$ cat src/rtl/stopwatch_pkg.sv
// stopwatch_pkg: shared state encoding, time record and counter limits for the stopwatch.
package stopwatch_pkg;

    localparam int STATE_W = 3;
    localparam int CS_MAX  = 99;
    localparam int SEC_MAX = 59;

    typedef enum logic [STATE_W-1:0] {
        IDLE   = 3'd0,
        RUN    = 3'd1,
        SPLIT  = 3'd2,
        STOP   = 3'd3,
        RECALL = 3'd4
    } state_t;

    typedef struct packed {
        logic [5:0] min;
        logic [5:0] sec;
        logic [6:0] ms_10;
    } time_t;

endpackage

$ cat src/rtl/stopwatch_timebase.sv
// stopwatch_timebase: prescaler plus min/sec/centisecond counters; clr zeroes all, en advances.
module stopwatch_timebase
    import stopwatch_pkg::*;
#(
    parameter int TICK_DIV = 100000,
    parameter int MIN_MAX  = 59
) (
    input  logic  clk,
    input  logic  rst_n,
    input  logic  en,
    input  logic  clr,
    output time_t t
);

    localparam int PW = TICK_DIV > 1 ? $clog2(TICK_DIV) : 1;

    logic [PW-1:0] pre;
    logic          tick;

    assign tick = en && (pre == PW'(TICK_DIV - 1));

    always_ff @(posedge clk or negedge rst_n) begin
        if (!rst_n) begin
            pre <= '0;
            t   <= '0;
        end else if (clr) begin
            pre <= '0;
            t   <= '0;
        end else if (en) begin
            pre <= tick ? '0 : pre + 1'b1;
            if (tick) begin
                if (t.ms_10 == 7'(CS_MAX)) begin
                    t.ms_10 <= '0;
                    if (t.sec == 6'(SEC_MAX)) begin
                        t.sec <= '0;
                        t.min <= (t.min == 6'(MIN_MAX)) ? '0 : t.min + 1'b1;
                    end else begin
                        t.sec <= t.sec + 1'b1;
                    end
                end else begin
                    t.ms_10 <= t.ms_10 + 1'b1;
                end
            end
        end
    end

endmodule

$ cat src/rtl/stopwatch_lap_commander.sv
// stopwatch_lap_commander: stopwatch FSM, lap buffer and display mux over stopwatch_timebase.
// LAP_OVERWRITE_EN: when defined, a capture into a full buffer overwrites the oldest lap.
module stopwatch_lap_commander
    import stopwatch_pkg::*;
#(
    parameter int TICK_DIV  = 100000,
    parameter int LAP_DEPTH = 8,
    parameter int MIN_MAX   = 59,
    localparam int LAP_AW   = $clog2(LAP_DEPTH)
) (
    input  logic              clk_core,
    input  logic              rst,
    input  logic              pause,
    input  logic              record,
    input  logic              recall,
    output logic [5:0]        min_o,
    output logic [5:0]        sec_o,
    output logic [6:0]        ms_10_o,
    output logic [LAP_AW:0]   lap_cnt_o,
    output logic [LAP_AW-1:0] lap_idx_o,
    output logic              lap_full_o,
    output logic              lap_drop_o,
    output logic              running_o,
    output logic [2:0]        state_o
);

    state_t              state, nxt;
    time_t               t, split, disp;
    time_t               laps [LAP_DEPTH];
    logic [LAP_AW-1:0]   wptr, idx, rd, wnext, step;
    logic [LAP_AW:0]     cnt, sum, wrap;
    logic                drop, full, cap, clr, en;

    stopwatch_timebase #(.TICK_DIV(TICK_DIV), .MIN_MAX(MIN_MAX)) u_timebase (
        .clk   (clk_core),
        .rst_n (rst),
        .en    (en),
        .clr   (clr),
        .t     (t)
    );

    always_comb begin
        nxt = state;
        cap = 1'b0;
        clr = 1'b0;
        case (state)
            IDLE:       if (pause) nxt = RUN;
            RUN, SPLIT: if (pause) nxt = STOP;
                        else if (record) begin nxt = SPLIT; cap = 1'b1; end
            STOP:       if (pause) nxt = RUN;
                        else if (record) begin nxt = IDLE; clr = 1'b1; end
                        else if (recall && cnt != '0) nxt = RECALL;
            RECALL:     if (pause || record) nxt = STOP;
            default:    nxt = IDLE;
        endcase
    end

    assign en    = (state == RUN) || (state == SPLIT);
    assign full  = cnt == (LAP_AW+1)'(LAP_DEPTH);
    assign wnext = (wptr == LAP_AW'(LAP_DEPTH - 1)) ? '0 : wptr + 1'b1;
    assign step  = ({1'b0, idx} == cnt - 1'b1) ? '0 : idx + 1'b1;
    // Once full, the oldest lap sits at the write pointer.
    assign sum   = {1'b0, wptr} + {1'b0, idx};
    assign wrap  = sum - (LAP_AW+1)'(LAP_DEPTH);
    assign rd    = !full ? idx : (sum >= (LAP_AW+1)'(LAP_DEPTH)) ? wrap[LAP_AW-1:0] : sum[LAP_AW-1:0];

    always_ff @(posedge clk_core or negedge rst) begin
        if (!rst) begin
            state <= IDLE;
            wptr  <= '0;
            idx   <= '0;
            cnt   <= '0;
            drop  <= 1'b0;
            split <= '0;
            for (int i = 0; i < LAP_DEPTH; i++) laps[i] <= '0;
        end else begin
            state <= nxt;
            drop  <= 1'b0;
            idx   <= (nxt != RECALL) ? '0 : (state == RECALL && recall) ? step : idx;
            if (clr) begin
                wptr  <= '0;
                cnt   <= '0;
                split <= '0;
                for (int i = 0; i < LAP_DEPTH; i++) laps[i] <= '0;
            end
            if (cap) begin
                split <= t;
`ifdef LAP_OVERWRITE_EN
                laps[wptr] <= t;
                wptr       <= wnext;
                if (full) drop <= 1'b1;
                else cnt <= cnt + 1'b1;
`else
                if (full) begin
                    drop <= 1'b1;
                end else begin
                    laps[wptr] <= t;
                    wptr       <= wnext;
                    cnt        <= cnt + 1'b1;
                end
`endif
            end
        end
    end

    assign disp       = (state == SPLIT) ? split : (state == RECALL) ? laps[rd] : t;
    assign min_o      = disp.min;
    assign sec_o      = disp.sec;
    assign ms_10_o    = disp.ms_10;
    assign lap_cnt_o  = cnt;
    assign lap_idx_o  = (state == RECALL) ? idx : '0;
    assign lap_full_o = full;
    assign lap_drop_o = drop;
    assign running_o  = en;
    assign state_o    = state;

endmodule

$ cat config.mk
export PLATFORM = sky130hd
export DESIGN_NAME = stopwatch_lap_commander
export DESIGN_NICKNAME = d
export VERILOG_FILES = /design/src/rtl/stopwatch_pkg.sv /design/src/rtl/stopwatch_timebase.sv /design/src/rtl/stopwatch_lap_commander.sv
export SDC_FILE = /design/constraint.sdc
export NUM_CORES = 1
export LEC_CHECK = 0
export ABC_CLOCK_PERIOD_IN_PS = 3700
export CAP_MARGIN = 20
export CORE_ASPECT_RATIO = 1.4
export CORE_UTILIZATION = 51
export CTS_BUF_LIST = sky130_fd_sc_hd__clkbuf_4
export CTS_CLUSTER_DIAMETER = 50
export CTS_CLUSTER_SIZE = 20
export DETAILED_ROUTE_END_ITERATION = 10
export GPL_ROUTABILITY_DRIVEN = 0
export PLACE_DENSITY_LB_ADDON = 0.08
export SLEW_MARGIN = 5
export SYNTH_ARGS = -nofsm -noshare
export SYNTH_HDL_FRONTEND = slang
export SYNTH_HIERARCHICAL = 1
export SYNTH_SLANG_ARGS = --single-unit
$ cat constraint.sdc
create_clock -name clk_core -period 3.7 [get_ports clk_core]
set_clock_uncertainty 0.2 [all_clocks]
set_input_delay 0.74 -clock clk_core [delete_from_list [all_inputs] [get_ports clk_core]]
set_output_delay 0.74 -clock clk_core [all_outputs]
set_load 0.03 [all_outputs]
==> impl_metrics.py <==
metrics = {
    "yosys": {
        "synth_edf_count": 0,
        "post_synth_inst_count": 1337,
        "ys_top_cells_by_count": "378 x sky130_fd_sc_hd__nand2_1, 221 x sky130_fd_sc_hd__dfrtp_1, 168 x sky130_fd_sc_hd__o21ai_0",
        "synth_top_cells_by_area": "sky130_fd_sc_hd__dfrtp_1 47%, sky130_fd_sc_hd__nand2_1 12%, sky130_fd_sc_hd__o21ai_0 7.1%, sky130_fd_sc_hd__mux2i_1 5.0%, sky130_fd_sc_hd__clkbuf_1 2.1%",
        "synth.yosys.warnings": 6,
        "syn-num-nets": 1354,
        "post_synth_num_cell_types": 72,
        "synth.avg_cell_area_um2": 8.88,
        "synth_async_sr_flop_share": 1.00,
        "yosys_register_bits": 221,
        "synth.most_common_cell": "sky130_fd_sc_hd__nand2_1",
        "synth.yosys.seq_area_share": 0.466,
        "synth_top_area_share": 0.466,
        "most_area_hungry_cell_type_in_the_yosys_netlist": "sky130_fd_sc_hd__dfrtp_1",
        "yosys_most_used_dff": "sky130_fd_sc_hd__dfrtp_1",
        "synthesis.area_mm2": 0.0119,
    },
    "die": {
        "core.rowCount": 65,
        "die_area_mm2": 0.0239,
        "total_core_area_mm2": 0.0227,
        "start_util": 0.523,
        "chipHeight_um": 183,
        "number_of_ports_placed_on_the_die_boundary": 37,
        "fp.dieW_um": 131,
    },
    "detailed_routing": {
        "routed_via_density": 5.74,
        "number_of_iterations_in_the_first_detailed_routing_pass": 5,
        "drtAntennaViolNets": 0,
        "totalWireLength_um": 33200,
        "drc": 0,
        "vias": 9655,
        "first_iter_violations": 811,
        "routed_wire_length_per_instance_um": 19.7,
    },
    "sta": {
        "slew_viol_final": 0,
        "rsz0062_at_grt": "true",
        "whs_ns": 0.318,
        "post-route-min-period_ns": 3.96,
        "worst_slew_pin_slew_ns": 0.828,
        "clock.fmax_mhz": 253,
        "number_of_hold_violations_in_the_final_report": 0,
        "fin_crit_sh": 1.07,
        "setup_slack_ns": -0.258,
        "maxSlewHeadroom": 0.448,
        "number_of_setup_violations_in_the_final_report": 19,
    },
    "clock_tree": {
        "clk_latency_ns": 0.69,
        "cts_tree": "built",
        "clk_pin_slew_worst_paths_ns": 0.13,
        "clock_tree.htree_level_count": 1,
        "max_root_sink_buffers": 3,
        "cts_made_buffers": 24,
        "numClockSinks": 221,
        "clock_tree.root_cell": "sky130_fd_sc_hd__clkbuf_4",
    },
    "critical_path": {
        "cell_chain_critical_path": "ha_2 > fa_2 > xnor2_2 > or3_4 > a21oi_4 > clkbuf_16 > o211a_1 > a211oi_2 > buf_4",
        "start_kind": "register",
        "critPathBufInv": 2,
        "timing.critical_path.slowest_cell_delay_ns": 0.41,
        "required_time_of_the_worst_setup_path_ns": 2.76,
        "cp_max_fanout": 9,
        "cp-end-kind": "primary output",
        "critical_path_class": "register to primary output",
        "worst_path_max_delay_cell": "sky130_fd_sc_hd__dfrtp_1",
        "worstPathArrival_ns": 3.02,
        "category_of_cells_accounting_for_the_largest_share_of_critical_path_delay": "adder cells",
    },
    "power": {
        "total_power_uw": 6930,
        "power.density_mw_per_mm2": 510,
        "max-vdd-ir-drop_mv": 0.325,
        "leakagePower_uw": 0.00612,
    },
    "finish": {
        "final_layout_size_suffix_gt1_frac": 0.159,
        "layout.cell_area.non_filler_mm2": 0.0136,
        "layout.nets": 1381,
        "syn_to_final_growth_pct": 14.3,
    },
    "flow_run": {
        "cap_viol_max_count": 0,
    },
    "global_route": {
        "track_usage": 0.286,
        "antenna_violations_before_repair": 1,
        "total_grt_overflow": 0,
        "pin_count_of_the_biggest_net_entering_global_routing": 158,
        "global_route_wire_length_before_repair_um": 52000,
        "grt_pass1_vias": 9464,
    },
    "place": {
        "dp_hpwl_um": 20400,
        "port_buffers": 36,
        "post_dp_cell_area_mm2": 0.0127,
    },
    "worst_hold_path": {
        "holdCritPathClass": "register to register",
    },
    "outcome": {
        "violations": "negative setup slack",
        "status": "finished, violations left",
    },
}
[path summary, 6_finish.rpt]
kind | start | to | slack, ns | depth (start not counted)
setup / recovery | wptr[0]$_DFF_PN0_ | min_o[0] | -0.26 | 9
hold / removal | split[6]$_DFFE_PN0P_ | split[6]$_DFFE_PN0P_ | 0.32 | 1
setup reg to reg | state_o[0]$_DFF_PN0_ | u_timebase/pre[13]$_DFFE_PN0N_ | 0.77 | 7
hold reg to reg | split[6]$_DFFE_PN0P_ | split[6]$_DFFE_PN0P_ | 0.32 | 1
max in group asynchronous | rst | u_timebase/t[14]$_DFFE_PN0P_ | 2.05 | 3
min in group asynchronous | rst | u_timebase/t[0]$_DFFE_PN0P_ | 0.43 | 2
[layout make-up]
class                      count  area [um^2]
antenna                        1         2.50
clock buffer                  28          210
clock inverter                14          196
fill                        1972         9120
inverter                       9         41.3
multi-input combinational    993         5900
sequential                   221         5530
tap                          301          377
timing repair buffer         115         1310
[flip-flops by register name (all words and copies together), names as in the netlist]
register	cells
split	19
state_o	3
idx	3
laps	152
u_timebase/t	19
lap_drop_o	1
lap_cnt_o	4
wptr	3
u_timebase/pre	17
[power breakdown]
group	switching (uW)	internal (uW)	leakage [uW]	total, uW
clock	895	670	0.000211	1570
sequential	339	2770	0.00304	3110
combinational	1350	899	0.00287	2250
[routing by layer]
metal  vias to the layer above  track usage  part of all wire
li1                       4684            -                 -
met1                      4646        0.372              0.42
met2                       264        0.486              0.50
met3                        61       0.0299             0.047
met4                         0        0.107             0.030
met5                         -            0                 0
[placed cells by master, fill, tap and decap left out, drive strengths merged, types with 4 or more instances in the layout]
cell type      netlist  final
a21oi               32     32
nor2b                5      5
clkdlybuf4s50        0     14
a211oi              19     19
ha                  11     11
bufinv               0      4
nor2                38     38
o31ai                4      4
nor3b                7      7
o211a               19     19
dfrtp              221    221
nand3               45     45
xnor2                6      6
a31oi                4      4
nand2b              24     24
nand4               11     11
buf                 47     92
mux2i               60     60
and2                 7      7
or3                  4      4
o22ai               20     20
o211ai              24     24
clkinv               0      5
nor3                 8      8
xor2                14     14
nand2              379    379
clkbuf              67     33
mux2                20     20
o41ai                4      4
inv                  9     11
a22o                21     21
o21ai              175    175
[kinds of logic after synthesis]
family,Yosys count,synth area share
XOR/XNOR,20,0.0148
AO/OA/AOI/OAI,332,0.181
adder cells (fa/ha/maj),12,0.0133
AND/OR/NAND/NOR,549,0.206
buffers and inverters,123,0.0487
flip-flops,221,0.466
multiplexers,80,0.0706
[timing repair]
action,4_1_cts,5_1_grt
resized for setup,21,11
gates cloned,2,4
hold buffers,1,0
pin swaps,8,7
endpoints found under the hold margin,73,0
endpoints found under the setup margin,20,21
buffers inserted,12,2
[metrics by stage]
step                      TNS [ns]  cells  setup WS (ns)   util
after CTS                    -5.33   1675         -0.294  0.591
final                        -4.58   1682         -0.258  0.598
after global routing         -6.31   1682         -0.359  0.598
after floorplan                  0   1337          0.287      -
after detailed placement         0   1618          0.306  0.562
after global placement           0   1617          0.317  0.561
Power figures use the tool's default switching activity.
==> RTL change 1: new RTL, config.mk and constraints unchanged <==
Make the reset (`rst` and `rst_n`) synchronous in 2 clocked blocks.
--- a/src/rtl/stopwatch_timebase.sv
+++ b/src/rtl/stopwatch_timebase.sv
@@ -20,5 +20,5 @@
     assign tick = en && (pre == PW'(TICK_DIV - 1));
 
-    always_ff @(posedge clk or negedge rst_n) begin
+    always_ff @(posedge clk) begin
         if (!rst_n) begin
             pre <= '0;
--- a/src/rtl/stopwatch_lap_commander.sv
+++ b/src/rtl/stopwatch_lap_commander.sv
@@ -65,5 +65,5 @@
     assign rd    = !full ? idx : (sum >= (LAP_AW+1)'(LAP_DEPTH)) ? wrap[LAP_AW-1:0] : sum[LAP_AW-1:0];
 
-    always_ff @(posedge clk_core or negedge rst) begin
+    always_ff @(posedge clk_core) begin
         if (!rst) begin
             state <= IDLE;
Behaviour: differs if rst is asserted again (counterexample within 4 cycles, from zero or initial values and one cycle with rst low); with rst held inactive, the same outputs for 4 cycles.
==> RTL change 1 against the unedited design <==
- the run still ends with negative setup slack left
- routed wire length shrank 3.1%
- cell area increased by 0.81%
- sequential cell count unchanged
- sequential share of layout area is 2.8 points higher
- synthesized area grew 0.23%
- worst setup slack got worse by 0.13 ns
Power is not compared: it rests on default switching activity, and its combinational part moved more than twofold at a synthesized area within 25%.
==> RTL change 1: results (changes against the unedited design) <==
\begin{tabular}{lr}
\hline
Metric & Value \\
\hline
\multicolumn{2}{l}{\textbf{Synth}} \\
\quad Share of async-settable or async-resettable flops after synthesis & 0\% (was 100\%) \\
\quad Synthesized-area fraction occupied by ao, oa, aoi and oai cells & 8.64\% (was 18.1\%) \\
\quad Number of enable-type register cells in the synthesized netlist & 152 (was 0) \\
\quad Prevailing post-synth register cell & edfxtp\_1 (was dfrtp\_1) \\
\quad Area share of fa/ha/maj cells after synthesis & 1.32\% (was 1.33\%) \\
\quad Xor-xnor portion of the synthesized cell area & 1.32\% (was 1.48\%) \\
\quad Share of the yosys chip area belonging to registers & 50.0\% (was 46.6\%) \\
\quad Mux contribution to synthesized area & 17.9\% (was 7.06\%) \\
\quad Ranking of synthesized cells by area & edfxtp\_1, mux4\_2, dfxtp\_1 (was dfrtp\_1, nand2\_1, o21ai\_0) \\
\quad Distinct cell type count of the synthesized netlist & 70 (was 72) \\
\quad Net count after synthesis & 984 (was 1,354) \\
\multicolumn{2}{l}{\textbf{Placed design}} \\
\quad Post-Place Setup Slack & 0.0644 ns (was 0.306 ns) \\
\quad Instance area at placement & 12,900 um2 (was 12,700 um2) \\
\multicolumn{2}{l}{\textbf{Worst setup path}} \\
\quad Cell with the biggest individual delay on the critical path & fa\_2 (was dfrtp\_1) \\
\quad Register-to-Register Path Depth & 11 (was 7) \\
\quad Slowest cell delay on critical path & 0.57 ns (was 0.41 ns) \\
\quad Endpoint of the lowest-slack register-to-register path & laps[4][13] (was u\_timebase/pre[13]) \\
\multicolumn{2}{l}{\textbf{Clocking}} \\
\quad Total CTS buffers & 22 (was 24) \\
\quad Clock edge transition at the registers on the reported setup and hold paths & 0.17 ns (was 0.13 ns) \\
\multicolumn{2}{l}{\textbf{Cells and area}} \\
\quad Final net count & 1,035 (was 1,381) \\
\quad Non-filler instance count after layout & 1,336 (was 1,682) \\
\quad Reg area & 5950 um2 (was 5530 um2) \\
\quad Share of final-layout standard cells stronger than drive strength 1 & 26.4\% (was 15.9\%) \\
\multicolumn{2}{l}{\textbf{Timing}} \\
\quad Final setup violation count & 19 (unchanged) \\
\quad Worst hold slack & 0.297 ns (was 0.318 ns) \\
\quad PnR worst setup slack & -0.386 ns (was -0.258 ns) \\
\multicolumn{2}{l}{\textbf{Drt}} \\
\quad Number of violations reported at the end of detailed-routing iteration 0 & 584 (was 811) \\
\quad Routed WL per cell & 24.1 um (was 19.7 um) \\
\multicolumn{2}{l}{\textbf{GRT}} \\
\quad Via count of the first global-routing pass & 8,765 (was 9,464) \\
\quad Largest net degree at the start of global routing & 45 (was 158) \\
\quad Total Routing Usage GR & 27.6\% (was 28.6\%) \\
\quad Wire length of the first global-routing pass & 50.6 mm (was 52.0 mm) \\
\multicolumn{2}{l}{\textbf{Outcome}} \\
\quad Result of the run & finished with violations (unchanged) \\
\quad Violated checks & negative setup slack (unchanged) \\
\multicolumn{2}{l}{\textbf{Worst hold path}} \\
\quad Worst hold path startpoint & split[9] (was split[6]) \\
\quad Worst Hold End & split[9] (was split[6]) \\
\hline
\end{tabular}
==> RTL change 1: cell types whose count changed in the layout (fill, tap and decap cells not counted), sizes merged, moves of 19 or more <==
cell	unedited run	this run
o21ai	175	43
mux2	20	1
mux4	0	76
and2	7	161
a221oi	0	19
nand2	379	51
nand3	45	18
a211oi	19	0
dfrtp	221	0
o211a	19	0
o211ai	24	4
mux2i	60	41
dfxtp	0	69
edfxtp	0	152
==> RTL change 1: worst max-delay path by stage <==
| stage | to | slack [ns] | cells after the start | from |
|---|---|---|---|---|
| after floorplan | laps[2][0] | 0.002 | 7 | lap_cnt_o[0] |
| after global placement | sec_o[0] | 0.11 | 8 | wptr[0] |
| after detailed placement | sec_o[0] | 0.06 | 8 | wptr[0] |
| after CTS | ms_10_o[1] | -0.45 | 9 | wptr[0] |
| after global routing | ms_10_o[1] | -0.48 | 10 | lap_cnt_o[0] |
| final | min_o[3] | -0.39 | 9 | wptr[0] |
==> RTL change 1: cells by family (layout without fill, tap and decap cells) <==
logic type	after synthesis	in the layout
adders and majority gates	12	12
buffers and inverters	97	164
xor gates and xnor gates	18	18
muxes	118	118
other	0	1
DFF	221	221
and+or+nand+nor	346	346
AOI/OAI and AO/OA	155	155
==> RTL change 1: what timing repair did <==
item,CTS,global route
endpoints found under the hold margin,0,0
hold buffers,0,0
pin swaps,7,4
gates cloned,2,0
setup buffers,12,3
gates resized for setup,72,8
setup endpoints to repair,19,19
==> RTL change 1: metrics by stage <==
step           TNS (ns)  power [uW]
6_report          -6.46        4700
5_1_grt           -8.06        4850
4_1_cts           -7.72        4730
3_5_place_dp          0        3250
3_3_place_gp          0        3240
2_1_floorplan         0        3070
==> RTL change 1: area by class of cell <==
cell class | count | area share, %
clock buffer | 22 | 1.21
antenna | 1 | 0.0183
clock inverter | 18 | 1.59
tap | 301 | 2.75
inverter | 16 | 0.439
timing repair buffer | 108 | 7.87
multi-input combinational | 649 | 42.6
sequential | 221 | 43.5
==> RTL change 1: worst register-to-register path, stage by stage (launching register included) <==
cell	delay (ns)
dfxtp_1	0.36
inv_1	0.08
ha_1	0.21
nand3b_1	0.21
inv_2	0.09
buf_4	0.14
buf_4	0.15
nor4_4	0.23
nand2b_2	0.21
nor3_1	0.27
nand2b_1	0.14
buf_4	0.36
==> RTL change 1: power groups by stage <==
stage	logic [uW]	registers, uW	clock network, uW
final	469	2750	1480
after global routing	497	2760	1600
after floorplan	271	2800	0
after global placement	443	2790	0
after CTS	469	2750	1520
after detailed placement	451	2800	0
==> RTL change 1: metal layers <==
layer  up-vias  wire, um  GRT usage, %  part of all wire (%)
met5         -         0             0                     0
met4         0       807          8.85                   2.5
met3        57      1810          3.15                   5.6
met2       295     17000          50.3                    53
met1      4315     12500          34.2                    39
li1       3788         -             -                     -
==> RTL change 2: new RTL, same settings <==
Without the edit above. The option `LAP_OVERWRITE_EN` is turned on by a define.
--- a/src/rtl/stopwatch_lap_commander.sv
+++ b/src/rtl/stopwatch_lap_commander.sv
@@ -1,4 +1,6 @@
 // stopwatch_lap_commander: stopwatch FSM, lap buffer and display mux over stopwatch_timebase.
 // LAP_OVERWRITE_EN: when defined, a capture into a full buffer overwrites the oldest lap.
+`define LAP_OVERWRITE_EN
+
 module stopwatch_lap_commander
     import stopwatch_pkg::*;
Function: no difference found for any inputs over 4 cycles, from zero or initial values and one cycle with rst low; that may be too few to reach the edited logic, so the function may still have changed.
==> RTL change 2 against the unedited design <==
- the run still ends with negative setup slack left
- synthesized area fell by 0.76%
- via count increased by 3.0%
- cell area increased by 1.9%
- total power up 2.6%
- worst setup slack got worse by 0.0066 ns
- sequential cell count unchanged
- routed wire length is 4.4% higher
==> RTL change 2: results (changes against the unedited design) <==
\begin{tabular}{lr}
\hline
Metric & Value \\
\hline
\multicolumn{2}{l}{\textbf{Worst setup path}} \\
\quad Critical path fanouts, max & 11 (was 9) \\
\quad Endpoint of the lowest-slack register-to-register path & u\_timebase/pre[9] (was u\_timebase/pre[13]) \\
\quad Minimum setup slack among reg-to-reg paths & 0.71 ns (was 0.77 ns) \\
\quad Critical path endpoint & sec\_o[2] (was min\_o[0]) \\
\multicolumn{2}{l}{\textbf{Clocking}} \\
\quad Clock edge transition at the registers on the reported setup and hold paths & 0.15 ns (was 0.13 ns) \\
\quad Total CTS buffers & 21 (was 24) \\
\multicolumn{2}{l}{\textbf{Power and ir drop}} \\
\quad Standby leakage power & 0.00615 uW (was 0.00612 uW) \\
\quad IR drop worst, VDD & 0.000289 V (was 0.000325 V) \\
\multicolumn{2}{l}{\textbf{Placed design}} \\
\quad Post-DP HPWL & 20.3 mm (was 20.4 mm) \\
\multicolumn{2}{l}{\textbf{Synth}} \\
\quad Mux contribution to synthesized area & 7.02\% (was 7.06\%) \\
\quad Commonest cells post-synth & nand2\_1, dfrtp\_1, o21ai\_0, clkbuf\_1, mux2i\_1 (unchanged) \\
\quad Gate Count Post-Synth & 1,331 (was 1,337) \\
\quad Area share of fa/ha/maj cells after synthesis & 1.34\% (was 1.33\%) \\
\quad Xor-xnor portion of the synthesized cell area & 1.49\% (was 1.48\%) \\
\multicolumn{2}{l}{\textbf{GRT}} \\
\quad Largest net degree at the start of global routing & 155 (was 158) \\
\quad Global Route met2 Usage & 47.6\% (was 48.6\%) \\
\quad Via count of the first global-routing pass & 9,666 (was 9,464) \\
\quad Global routing usage on met1 & 41.8\% (was 37.2\%) \\
\multicolumn{2}{l}{\textbf{Drt}} \\
\quad Count of TritonRoute iterations in the first routing pass & 7 (was 5) \\
\quad Length of routed met2 wiring & 16.2 mm (was 16.5 mm) \\
\quad Number of violations reported at the end of detailed-routing iteration 0 & 749 (was 811) \\
\quad Routed wire length on met3 & 2.19 mm (was 1.56 mm) \\
\quad Vias post-DR & 9,940 (was 9,655) \\
\multicolumn{2}{l}{\textbf{Worst hold path}} \\
\quad Worst Hold End & split[14] (was split[6]) \\
\multicolumn{2}{l}{\textbf{Cells and area}} \\
\quad Final net count & 1,379 (was 1,381) \\
\multicolumn{2}{l}{\textbf{Outcome}} \\
\quad Violated checks & negative setup slack (unchanged) \\
\quad Result of the run & finished with violations (unchanged) \\
\multicolumn{2}{l}{\textbf{Timing}} \\
\quad Final setup violation count & 19 (unchanged) \\
\quad PnR worst setup slack & -0.265 ns (was -0.258 ns) \\
\hline
\end{tabular}
==> RTL change 2: worst reg2reg max path: cells and delay by family, from the launching register on <==
kind             cells  cell delay, ns
XOR/XNOR             1            0.28
flip-flops           1            0.44
AND/OR/NAND/NOR      6            1.96
==> RTL change 2: layout make-up <==
type	count	area, um2	share of cell area, %
Multi-Input combinational cell	988	6080	44.0
Sequential cell	221	5530	40.0
Timing Repair Buffer	121	1410	10.2
Tap cell	301	377	2.72
Clock inverter	15	224	1.62
Clock buffer	23	173	1.25
Inverter	9	36.3	0.262
Antenna cell	1	2.50	0.0181
==> RTL change 2: what timing repair did <==
item,CTS,global route
setup endpoints to repair,20,20
hold endpoints to repair,71,0
setup buffers,10,8
pin swaps,20,13
hold buffers,1,0
gates cloned,4,7
resized for setup,34,35
==> RTL change 2: where the power goes <==
group / switching [uW] / total, uW / internal [uW]
clock network: 920 / 1550 / 627
logic: 1470 / 2510 / 1040
registers: 295 / 3050 / 2760
